==> config.mk <==
export PLATFORM = sky130hd
export DESIGN_NAME = voice_scheduler
export DESIGN_NICKNAME = d
export VERILOG_FILES = /design/src/rtl/voice_scheduler.sv
export SDC_FILE = /design/constraint.sdc
export NUM_CORES = 1
export LEC_CHECK = 0
export CELL_PAD_IN_SITES_DETAIL_PLACEMENT = 1
export CELL_PAD_IN_SITES_GLOBAL_PLACEMENT = 2
export CORE_ASPECT_RATIO = 0.9
export CORE_UTILIZATION = 43
export DETAILED_ROUTE_END_ITERATION = 10
export PLACE_DENSITY = 0.91
export SYNTH_ARGS = -nofsm -noshare
export SYNTH_HDL_FRONTEND = slang
export SYNTH_SLANG_ARGS = --single-unit
==> constraint.sdc <==
create_clock -name i_Clock -period 10.8 [get_ports i_Clock]
set_input_delay 2.16 -clock i_Clock [delete_from_list [all_inputs] [get_ports i_Clock]]
set_output_delay 2.16 -clock i_Clock [all_outputs]
set_load 0.005 [all_outputs]
==> src/rtl/voice_scheduler.sv <==
// Time-multiplexed voice mixer: one shared sine unit and multiplier serve all voices each frame.
// Optional macro VOICE_SCHEDULER_SATURATE_EN clamps the mixed sample instead of wrapping it.
module voice_scheduler #(
    parameter int unsigned NUM_VOICES = 8,
    parameter int unsigned SINE_LAT   = 2,
    parameter int unsigned MUL_LAT    = 1
) (
    input  logic               i_Clock,
    input  logic               i_Reset_n,
    input  logic               i_SampleStrobe,
    input  logic               i_CfgWrite,
    input  logic [3:0]         i_CfgVoice,
    input  logic [15:0]        i_CfgFreq,
    input  logic signed [17:0] i_CfgLevel,
    output logic [12:0]        o_SineArg,
    input  logic signed [17:0] i_SineResult,
    output logic signed [17:0] o_MulA,
    output logic signed [17:0] o_MulB,
    input  logic signed [17:0] i_MulResult,
    output logic signed [17:0] o_Sample,
    output logic               o_SampleValid,
    output logic               o_Busy,
    output logic               o_Overrun
);

    localparam int unsigned VIDX_W  = (NUM_VOICES > 1) ? $clog2(NUM_VOICES) : 1;
    localparam int unsigned WAIT_W  = 8;
    localparam int unsigned PHASE_W = 16;
    localparam int unsigned DATA_W  = 18;
    localparam int unsigned ACC_W   = 22;
    localparam int unsigned ARG_W   = 13;

    typedef enum logic [2:0] {S_IDLE, S_SINE, S_MUL, S_ACC, S_DONE} state_t;

    state_t                     state_q, nxt_state;
    logic [VIDX_W-1:0]          idx_q, nxt_idx;
    logic [WAIT_W-1:0]          wait_q, nxt_wait;
    logic signed [ACC_W-1:0]    acc_q;
    logic signed [DATA_W-1:0]   sine_q;
    logic [PHASE_W-1:0]         phase_q [NUM_VOICES];
    logic [PHASE_W-1:0]         freq_q  [NUM_VOICES];
    logic signed [DATA_W-1:0]   level_q [NUM_VOICES];

    logic                       clr_acc, add_acc, capture, done, overrun_set;
    logic [ARG_W-1:0]           sine_arg_d;
    logic signed [DATA_W-1:0]   mul_a_d, mul_b_d, sample_d;
    logic                       cfg_hit;
    logic [VIDX_W-1:0]          cfg_idx;

    assign cfg_hit = ({1'b0, i_CfgVoice} < 5'(NUM_VOICES));
    assign cfg_idx = VIDX_W'(i_CfgVoice);

    // Next-state, sequencing strobes and the operand values for the coming cycle
    always_comb begin
        nxt_state   = state_q;
        nxt_idx     = idx_q;
        nxt_wait    = wait_q;
        clr_acc     = 1'b0;
        add_acc     = 1'b0;
        capture     = 1'b0;
        done        = 1'b0;
        overrun_set = 1'b0;
        case (state_q)
            S_IDLE: begin
                if (i_SampleStrobe) begin
                    nxt_state = S_SINE;
                    nxt_idx   = '0;
                    nxt_wait  = '0;
                    clr_acc   = 1'b1;
                end
            end
            S_SINE: begin
                if (wait_q == WAIT_W'(SINE_LAT - 1)) begin
                    capture   = 1'b1;
                    nxt_state = S_MUL;
                    nxt_wait  = '0;
                end else begin
                    nxt_wait = wait_q + WAIT_W'(1);
                end
            end
            S_MUL: begin
                if (wait_q == WAIT_W'(MUL_LAT - 1)) begin
                    nxt_state = S_ACC;
                    nxt_wait  = '0;
                end else begin
                    nxt_wait = wait_q + WAIT_W'(1);
                end
            end
            S_ACC: begin
                add_acc = 1'b1;
                if (idx_q == VIDX_W'(NUM_VOICES - 1)) begin
                    nxt_state = S_DONE;
                end else begin
                    nxt_idx   = idx_q + VIDX_W'(1);
                    nxt_state = S_SINE;
                end
            end
            S_DONE: begin
                done      = 1'b1;
                nxt_state = S_IDLE;
            end
            default: nxt_state = S_IDLE;
        endcase
        if (i_SampleStrobe && (state_q != S_IDLE)) overrun_set = 1'b1;

        sine_arg_d = '0;
        mul_a_d    = '0;
        mul_b_d    = '0;
        if (nxt_state == S_SINE) sine_arg_d = phase_q[nxt_idx][PHASE_W-1:3];
        if (nxt_state == S_MUL) begin
            mul_a_d = capture ? i_SineResult : sine_q;
            mul_b_d = level_q[nxt_idx];
        end
    end

    // Final mix: clamp or wrap the wide accumulator into the sample width
`ifdef VOICE_SCHEDULER_SATURATE_EN
    localparam logic signed [ACC_W-1:0] SAT_MAX = 22'sd131071;
    localparam logic signed [ACC_W-1:0] SAT_MIN = -22'sd131072;
    always_comb begin
        sample_d = acc_q[DATA_W-1:0];
        if (acc_q > SAT_MAX)      sample_d = 18'sd131071;
        else if (acc_q < SAT_MIN) sample_d = -18'sd131072;
    end
`else
    assign sample_d = acc_q[DATA_W-1:0];
`endif

    always_ff @(posedge i_Clock or negedge i_Reset_n) begin
        if (!i_Reset_n) begin
            state_q       <= S_IDLE;
            idx_q         <= '0;
            wait_q        <= '0;
            acc_q         <= '0;
            sine_q        <= '0;
            o_SineArg     <= '0;
            o_MulA        <= '0;
            o_MulB        <= '0;
            o_Sample      <= '0;
            o_SampleValid <= 1'b0;
            o_Busy        <= 1'b0;
            o_Overrun     <= 1'b0;
        end else begin
            state_q       <= nxt_state;
            idx_q         <= nxt_idx;
            wait_q        <= nxt_wait;
            o_SineArg     <= sine_arg_d;
            o_MulA        <= mul_a_d;
            o_MulB        <= mul_b_d;
            o_Busy        <= (nxt_state != S_IDLE);
            o_SampleValid <= done;
            o_Overrun     <= o_Overrun | overrun_set;
            if (capture) sine_q <= i_SineResult;
            if (clr_acc)      acc_q <= '0;
            else if (add_acc) acc_q <= acc_q + {{(ACC_W-DATA_W){i_MulResult[DATA_W-1]}}, i_MulResult};
            if (done) o_Sample <= sample_d;
        end
    end

    // Voice registers; the phase steps once per frame as its sine lookup completes
    always_ff @(posedge i_Clock or negedge i_Reset_n) begin
        if (!i_Reset_n) begin
            for (int i = 0; i < NUM_VOICES; i++) begin
                phase_q[i] <= '0;
                freq_q[i]  <= '0;
                level_q[i] <= '0;
            end
        end else begin
            if (capture) phase_q[idx_q] <= phase_q[idx_q] + freq_q[idx_q];
            if (i_CfgWrite && cfg_hit) begin
                freq_q[cfg_idx]  <= i_CfgFreq;
                level_q[cfg_idx] <= i_CfgLevel;
            end
        end
    end

endmodule

After elaboration in Yosys (flattened, before gate mapping):

Cells that the tools add are included.

* add/sub/neg operators: 4
* magnitude comparators: 6
* equal/unequal tests: 9
* muxes and demuxes: 46
* bitwise logic cells: 4
* reductions and logical operators: 11

Operators with widths (count)
* bitwise mux 128 bit: 2
* binary-select mux 16 bit (select 3 bit): 3
* bitwise mux 144 bit: 1
* two-way mux 16 bit: 8
* two-way mux 18 bit: 6
* demux 16 bit (select 3 bit): 2
* binary-select mux 18 bit (select 3 bit): 1
* demux 18 bit (select 3 bit): 1
* two-way mux 22 bit: 2
* two-way mux 8 bit: 3
* one-hot mux 8 bit (3 select lines): 1
* adder 22 bit: 1
* two-way mux 3 bit: 6
* adder 16 bit: 1
* two-way mux 13 bit: 1
* >= comparator 4 bit (second input constant): 3
* inverter 3 -> 4 bit: 3
* one-hot mux 3 bit (4 select lines): 1
* == test 3 x 2 -> 1 bit (second input constant): 3
* nonzero test 3 bit: 3
* adder 8 x 1 -> 8 bit (second input constant): 1
* == test 8 x 1 -> 1 bit (second input constant): 1
* logical NOT 8 bit: 1
* less-than comparator 4 x 1 -> 1 bit (second input constant): 2
* 12 further kinds: 23

* register bits after elaboration: 524
* input bits: 78
* output and inout bits: 70
* logic and storage cells: 116

Depth between registers and ports, before layout:

Gate-level depths: netlist of the first run.

* depth in word-level cells: 8
* depth in mapped cells: 17
* gate-level depth less buffers: 14

Worst setup path after synthesis of the first run:

No wires, ideal clock.

* kind: flip-flop to flip-flop
* start point: reg idx_q[0]
* end point: reg phase_q[108] (netlist name)
* library setup time: 139 ps
* data arrival time: 3750 ps
* required time: 10661 ps
* path slack: 6911 ps
* stages on the path, launching flop included: 17
* buffers on the path: 3
* clock period less this slack: 3889 ps
* cells stage by stage: dfrtp_1 -> clkbuf_1 -> nor3b_1 -> buf_2 -> buf_1 -> a22oi_1 -> nand4_1 -> ha_1 -> inv_1 -> fa_1 -> nor2b_1 -> o31a_1 -> o22ai_1 -> o21ai_0 -> a31oi_1 -> xor2_1 -> o21ai_0

* word-level cells in the longest chain between the ends: 6
* elaborated cells on any way between the ends: 14
* those cells by class: 1 x add/sub; 2 x order compare; 9 x mux; 1 x bitwise; 1 x reduce/logical

Ends and longest elaborated chain
* start: declaration: RTL line 36 `logic [VIDX_W-1:0] idx_q, nxt_idx;`
* start signal: assignment: RTL line 145 `idx_q <= nxt_idx;`
* inverter 3 -> 4 bit (implied by the code) *: RTL line 169 `if (capture) phase_q[idx_q] <= phase_q[idx_q] + freq_q[idx_q];`
* binary-select mux 16 bit (select 3 bit), or another cell as far along: RTL line 169
* two-way mux 16 bit (implied by the code) / logical AND 1 bit (equally long branches): RTL line 169
* two-way mux 16 bit (implied by the code): RTL line 169
* adder 16 bit / demux 16 bit (select 3 bit) (equally long branches): RTL line 169
* bitwise mux 128 bit *: RTL line 169
* end signal: indexed assignment: RTL line 169
* end: declaration: RTL line 40 `logic [PHASE_W-1:0] phase_q [NUM_VOICES];`

Mark *: on every way between the ends. The rest lies on a longest branch, timed or not. The select of a mux whose other input is x is not followed.
A chain may end at the register's enable or synchronous reset.

Final worst setup path of the first run:

* start point: reg idx_q[0]
* end point: reg phase_q[44] (netlist name)

The elaborated chain is that of the path after synthesis.

==> flow_summary.yaml, run 1 <==
yosys:
  synth_seq_cells: 520
  yosys-top-cells-area: "dfrtp_1 (55%), mux2_2 (15%), nand2_1 (7.5%)"
  yosys.area_share.simple_pct: 13.51
  seq_area_frac_synth_pct: 54.84
  yosysUniqueCellTypes: 60
  yosysTopAreaCellShare_pct: 54.84
  synth_edf_count: 0
  synth_area_per_cell_sq_um: 10.85
  synth_top_family_by_area: "multiplexers"
  synth_xor_area_share_pct: 0.9228
  synth-compound-area-share_pct: 11.04
  synth_nets: 2302
  ys_warn_count: 0
  synth_cells: 2186
  synth_top_area_cell: "dfrtp_1"
  yosys.area_share.adder_pct: 2.067
  synth_commonest_cells: "dfrtp_1 (520), nand2_1 (473), mux2_2 (309), o21ai_0 (150), nand3_1 (137)"
  async_flop_share_pct: 100.0
  synthFlopType: "dfrtp_1"
  syn_area_sq_um: 23730
  yosys-mux-area-fraction_pct: 14.94
  yosysMostFrequentCell: "dfrtp_1"
cells_and_area:
  final_nets: 2410
  multi_input_area_sq_um: 10150
  n_antenna_cell: 0
  syn_to_final_growth_pct: 17.03
  seq_area_sq_um: 13010
  fin_area_sq_um: 27770
  fillers: 5768
  final_util_pct: 51.02
  drive_gt1_share_pct: 20.03
sta:
  final.min_clock_period_ps: 5401
  fin_ws_ps: 5399
  finalClockSkew_ps: 48.21
  post-route-period-util_pct: 50.01
  relSlewSlack_pct: 17.76
  setup_violations: 0
  fmax_mhz: 185.1
  rsz0062_at_grt: "false"
  tightest_slew_ps: 1231
  final_hold_viol_count: 0
  setup_tns_ps: 0
  maxSlewViolCount: 0
clock_network:
  root_buffer: "clkbuf_16"
  cts.sink_count: 520
  insertion_delay_ps: 640
  post_cts_buffers: 0
  clk_pin_slew_worst_paths_ps: 60
  clock_path_buffers: 3
  cts_resized: 0
  hold_buffers: 0
  cts_buffers: 54
  cts_tree: "yes"
  htree_levels: 2
grt:
  grt_max_degree: 90
  grtUsageTotal_pct: 25.02
  grt_pass1_vias: 19132
  grt_overflow: 0
  grt_pass1_wl_mm: 110.1
  antenna_found_initial: 0
status:
  status: "complete, no violations"
power:
  p_leak_uw: 0.01211
  clock_power_share_pct: 36.8
  comb_power_share_pct: 15.9
  swShare_pct: 27.51
  power_density_nw_per_um2: 189.0
  finalPower_uw: 5247
  p_sw_uw: 1444
  ir_drop_mv: 0.1292
  p_seq_share_pct: 47.4
  power.internal_uw: 3803
drt:
  via_per_inst: 5.836
  vias: 17748
  antenna_left: 0
  wl_mm: 69.08
  first_iter_violations: 1224
  detail_route.wl_per_cell_um: 22.71
  drt_pass1_iterations: 5
  route.detailed.drc: 0
place:
  port_buffers: 147
  dp_hpwl_mm: 41.02
  dp_slack_ps: 5164
  placedInstanceArea_sq_um: 25920
  gp_congestion: 0.7999
floorplanning:
  fp.dieH_um: 224.8
  rows: 81
  start_util_pct: 43.60
  die_w_um: 249.6
  boundaryPins: 148
  core_sq_um: 54420
  dieArea_sq_um: 56120
setup_path:
  end_kind: "flop"
  crit_path_max_fanout: 17
  required_ps: 11230
  worst_ep_arrival_time_ps: 5830
  start_kind: "flop"
  crit_type: "reg2reg"
min_path:
  min_path_type: "reg2reg"
run:
  maxCapViolCount: 0
==> sequential cells by signal (all words and copies together) (netlist names), 3 cells and up <==
name       flops
o_MulA        18
state_q        3
level_q      144
acc_q         18
o_SineArg     13
freq_q       128
idx_q          3
sine_q        18
wait_q         8
phase_q      128
o_Sample      18
o_MulB        18
==> power by group through the flow <==
stage	clock network, uW	registers, uW	logic [uW]
floorplan	0	2440	605
global placement	0	2480	782
detailed placement	0	2510	832
CTS	1970	2480	843
global route	2040	2520	939
finish	1930	2480	833
==> worst paths after layout <==
kind / start / to / slack (ps) / cells past startpoint
worst min register to register: sine_q[14] / sine_q[14] / 470 / 2
worst max register to register: idx_q[0] / phase_q[44] / 5400 / 15
worst max-delay path: idx_q[0] / phase_q[44] / 5400 / 15
max in group asynchronous: i_Reset_n / phase_q[30] / 7130 / 3
worst min-delay path: sine_q[14] / sine_q[14] / 470 / 2
min in group asynchronous: i_Reset_n / phase_q[25] / 1530 / 1
==> worst max-delay path, stage by stage (launching register included) <==
cell and delay, ps:
dfrtp_1 750, nand2_1 140, nor2_2 810, buf_4 440, a22oi_1 120, nand4_1 200
ha_1 230, inv_1 70, fa_1 400, nor2b_1 160, o31a_1 200, o22ai_1 150
o21ai_0 510, a31oi_1 180, xor2_1 600, o21ai_0 200
==> layout make-up <==
class	instances	area share [%]
clock buffer	81	5.880
sequential	520	46.86
multi-input combinational	1509	36.57
inverter	19	0.2658
clock inverter	17	0.7705
timing repair buffer	190	6.480
tap	705	3.177
==> stage by stage <==
step / cells / hold slack, ps
after floorplan: 2186 / 433.9
after global placement: 2943 / 445.4
after detailed placement: 2943 / 456.0
final: 3041 / 465.4
after global routing: 3041 / 483.2
after CTS: 3041 / 470.6
==> logic make-up after synthesis <==
kind of cell | after synthesis
AO/OA/AOI/OAI | 400
adder cells (fa/ha/maj) | 38
AND/OR/NAND/NOR | 733
buffers and inverters | 157
multiplexers | 313
XOR/XNOR | 25
flip-flops | 520
==> cells in the final DEF (no fill, tap or decap), drive strengths merged, types with 31 or more instances in the layout <==
cell / synthesis / routed
o21ai: 154 / 154
a311oi: 31 / 31
a22oi: 110 / 110
ha: 36 / 36
nand3: 137 / 137
dfrtp: 520 / 520
a21oi: 32 / 32
mux2: 309 / 309
clkbuf: 100 / 81
nand2: 473 / 473
clkdlybuf4s50: 0 / 146
buf: 38 / 44
==> per-layer routing <==
| metal | wire length, um | share of wire, % | global-route usage (%) | up-vias |
|---|---|---|---|---|
| met2 | 33100 | 48 | 41.21 | 430 |
| met4 | 1569 | 2.3 | 7.587 | 0 |
| li1 | - | - | - | 7967 |
| met5 | 0 | 0 | 0 | - |
| met1 | 31150 | 45 | 34.51 | 9240 |
| met3 | 3258 | 4.7 | 3.356 | 111 |
(Power assumes the default switching activity.)
==> run 2, diff against run 1 <==
CORE_UTILIZATION = 40   (was 43)
PLACE_DENSITY = 0.86   (was 0.91)
clock period = 5.2 ns   (was 10.8 ns; I/O delays follow)
==> run 2 against run 1 <==
  * Setup slack worse by 4700 ps
  * Routed wire length up 1.8%
  * Total power up 110%
  * Die area grew 7.4%
  * Via count rose by 0.32%
  * Critical path type unchanged
  * Highest routed layer is now met5
==> flow_summary.yaml, run 2 (synthesis gave the netlist of run 1 again) <==
status:
  status: "complete, no violations"
grt:
  grt_max_degree: 111
  grt_pass1_vias: 19225
  grtUsageTotal_pct: 23.77
  grt_overflow: 0
  grt_pass1_wl_mm: 112.5
  antenna_found_initial: 1
cells_and_area:
  fillers: 6231
  final_common_cell: "dfrtp_1"
  final_cell_mix: "dfrtp_1 (520), nand2_1 (472), mux2_2 (309)"
  largest_register: "level_q"
  drive_gt1_share_pct: 20.62
  final_nets: 2431
  fin_area_sq_um: 28020
  largest_reg_flops: 144
  final_cell_count_no_fill: 3131
  n_antenna_cell: 0
  syn_to_final_growth_pct: 18.08
  top_regs: "level_q x144, freq_q x128, phase_q x128"
place:
  dp.cells: 3032
  dp_hpwl_mm: 44.49
  gp_congestion: 0.8491
  port_buffers: 147
  placedInstanceArea_sq_um: 26230
  dp_slack_ps: 738.1
setup_path:
  crit_buf_inv: 2
  critPathTopFamily: "simple AND/OR/NAND/NOR gates"
  cp_slowest_cell: "and2_1"
  rr_worst_depth: 15
  worst_ep_arrival_time_ps: 4970
  crit_path_max_fanout: 14
  required_ps: 5650
  end_kind: "flop"
  crit_chain: "nor2b_1 > and2_1 > a22oi_1 > nand4_1 > ha_1 > inv_1 > fa_1 > nor2b_1 > o31a_1 > o22ai_1 > o21ai_0 > buf_4 > a31oi_1 > xor2_1 > o21ai_0"
  start_kind: "flop"
  crit_type: "reg2reg"
  cp_num_cells: 15
  critPathMaxStageDelay_ps: 750
  worstReg2RegStart: "idx_q[2]"
  startpoint: "idx_q[2]"
power:
  power_density_nw_per_um2: 387.0
  ir_drop_mv: 0.3244
  p_leak_uw: 0.01223
sta:
  fin_ws_ps: 685.4
  setup_violations: 0
  tightest_slew_ps: 1153
  final_hold_viol_count: 0
  post-route-period-util_pct: 86.82
  maxSlewViolCount: 0
  final.min_clock_period_ps: 4515
  finalClockSkew_ps: 17.83
  fmax_mhz: 221.5
  relSlewSlack_pct: 23.13
  rsz0062_at_grt: "false"
  setup_tns_ps: 0
clock_network:
  hold_buffers: 0
  cts.sink_count: 520
  root_buffer: "clkbuf_16"
  post_cts_buffers: 0
  cts_buffers: 55
  clk_pin_slew_worst_paths_ps: 60
  insertion_delay_ps: 620
  htree_levels: 2
  clock_path_buffers: 3
  cts_tree: "yes"
  cts_resized: 0
min_path:
  min_path_type: "in2async"
floorplanning:
  rows: 84
  dieArea_sq_um: 60300
  die_w_um: 258.7
  boundaryPins: 148
  start_util_pct: 40.53
  core_sq_um: 58540
  fp.dieH_um: 233.1
drt:
  detail_route.wl_per_cell_um: 22.46
  first_iter_violations: 1128
  antenna_left: 0
  wl_mm: 70.33
  drt_pass1_iterations: 5
  route.detailed.drc: 0
  via_per_inst: 5.687
  vias: 17805
run:
  maxCapViolCount: 0
run 2: final cells by class:
type	count	area, sq um	share of cell area [%]
Clock buffer	79	1587	5.663
Timing Repair Buffer	210	2024	7.226
Inverter	19	73.82	0.2635
Tap cell	774	968.4	3.457
Clock inverter	20	197.7	0.7056
Multi-Input combinational cell	1509	10150	36.24
Sequential cell	520	13010	46.45
run 2: worst paths after layout:
kind                       slack [ps]          end
setup / recovery                  690  phase_q[12]
setup reg to reg                  690  phase_q[12]
max in group asynchronous        3440    o_MulA[5]
hold / removal                    450    acc_q[13]
hold reg to reg                   460    sine_q[5]
min in group i_Clock              460    sine_q[5]
run 2: routing by layer:
layer  routed length [um]  part of all wire, %  track usage (%)
met4                 1763                  2.5            7.119
met5                   13                0.018                0
met2                33970                   48            38.96
met3                 3255                  4.6            3.244
met1                31330                   45            32.78
run 2: power by group:
part / switching [uW] / internal [uW]
logic: 895 / 850
clock network: 1670 / 2260
registers: 431 / 4730
total: 3000 / 7840
run 2: worst register-to-register path, stage by stage (launching register included):
cell and delay (ps):
dfrtp_1 540, nor2b_1 270, and2_1 750, a22oi_1 240
nand4_1 160, ha_1 230, inv_1 90, fa_1 430
nor2b_1 180, o31a_1 200, o22ai_1 140, o21ai_0 180
buf_4 160, a31oi_1 90, xor2_1 480, o21ai_0 200
run 2: per-stage QoR:
stage | power [uW] | hold slack [ps] | utilization, %
3_3_place_gp | 6803 | 445.5 | 44.81
4_1_cts | 10950 | 466.6 | 47.86
6_report | 10840 | 451.2 | 47.86
5_1_grt | 11400 | 488.4 | 47.86
2_1_floorplan | 6322 | 433.9 | -
3_5_place_dp | 6962 | 451.6 | 44.81
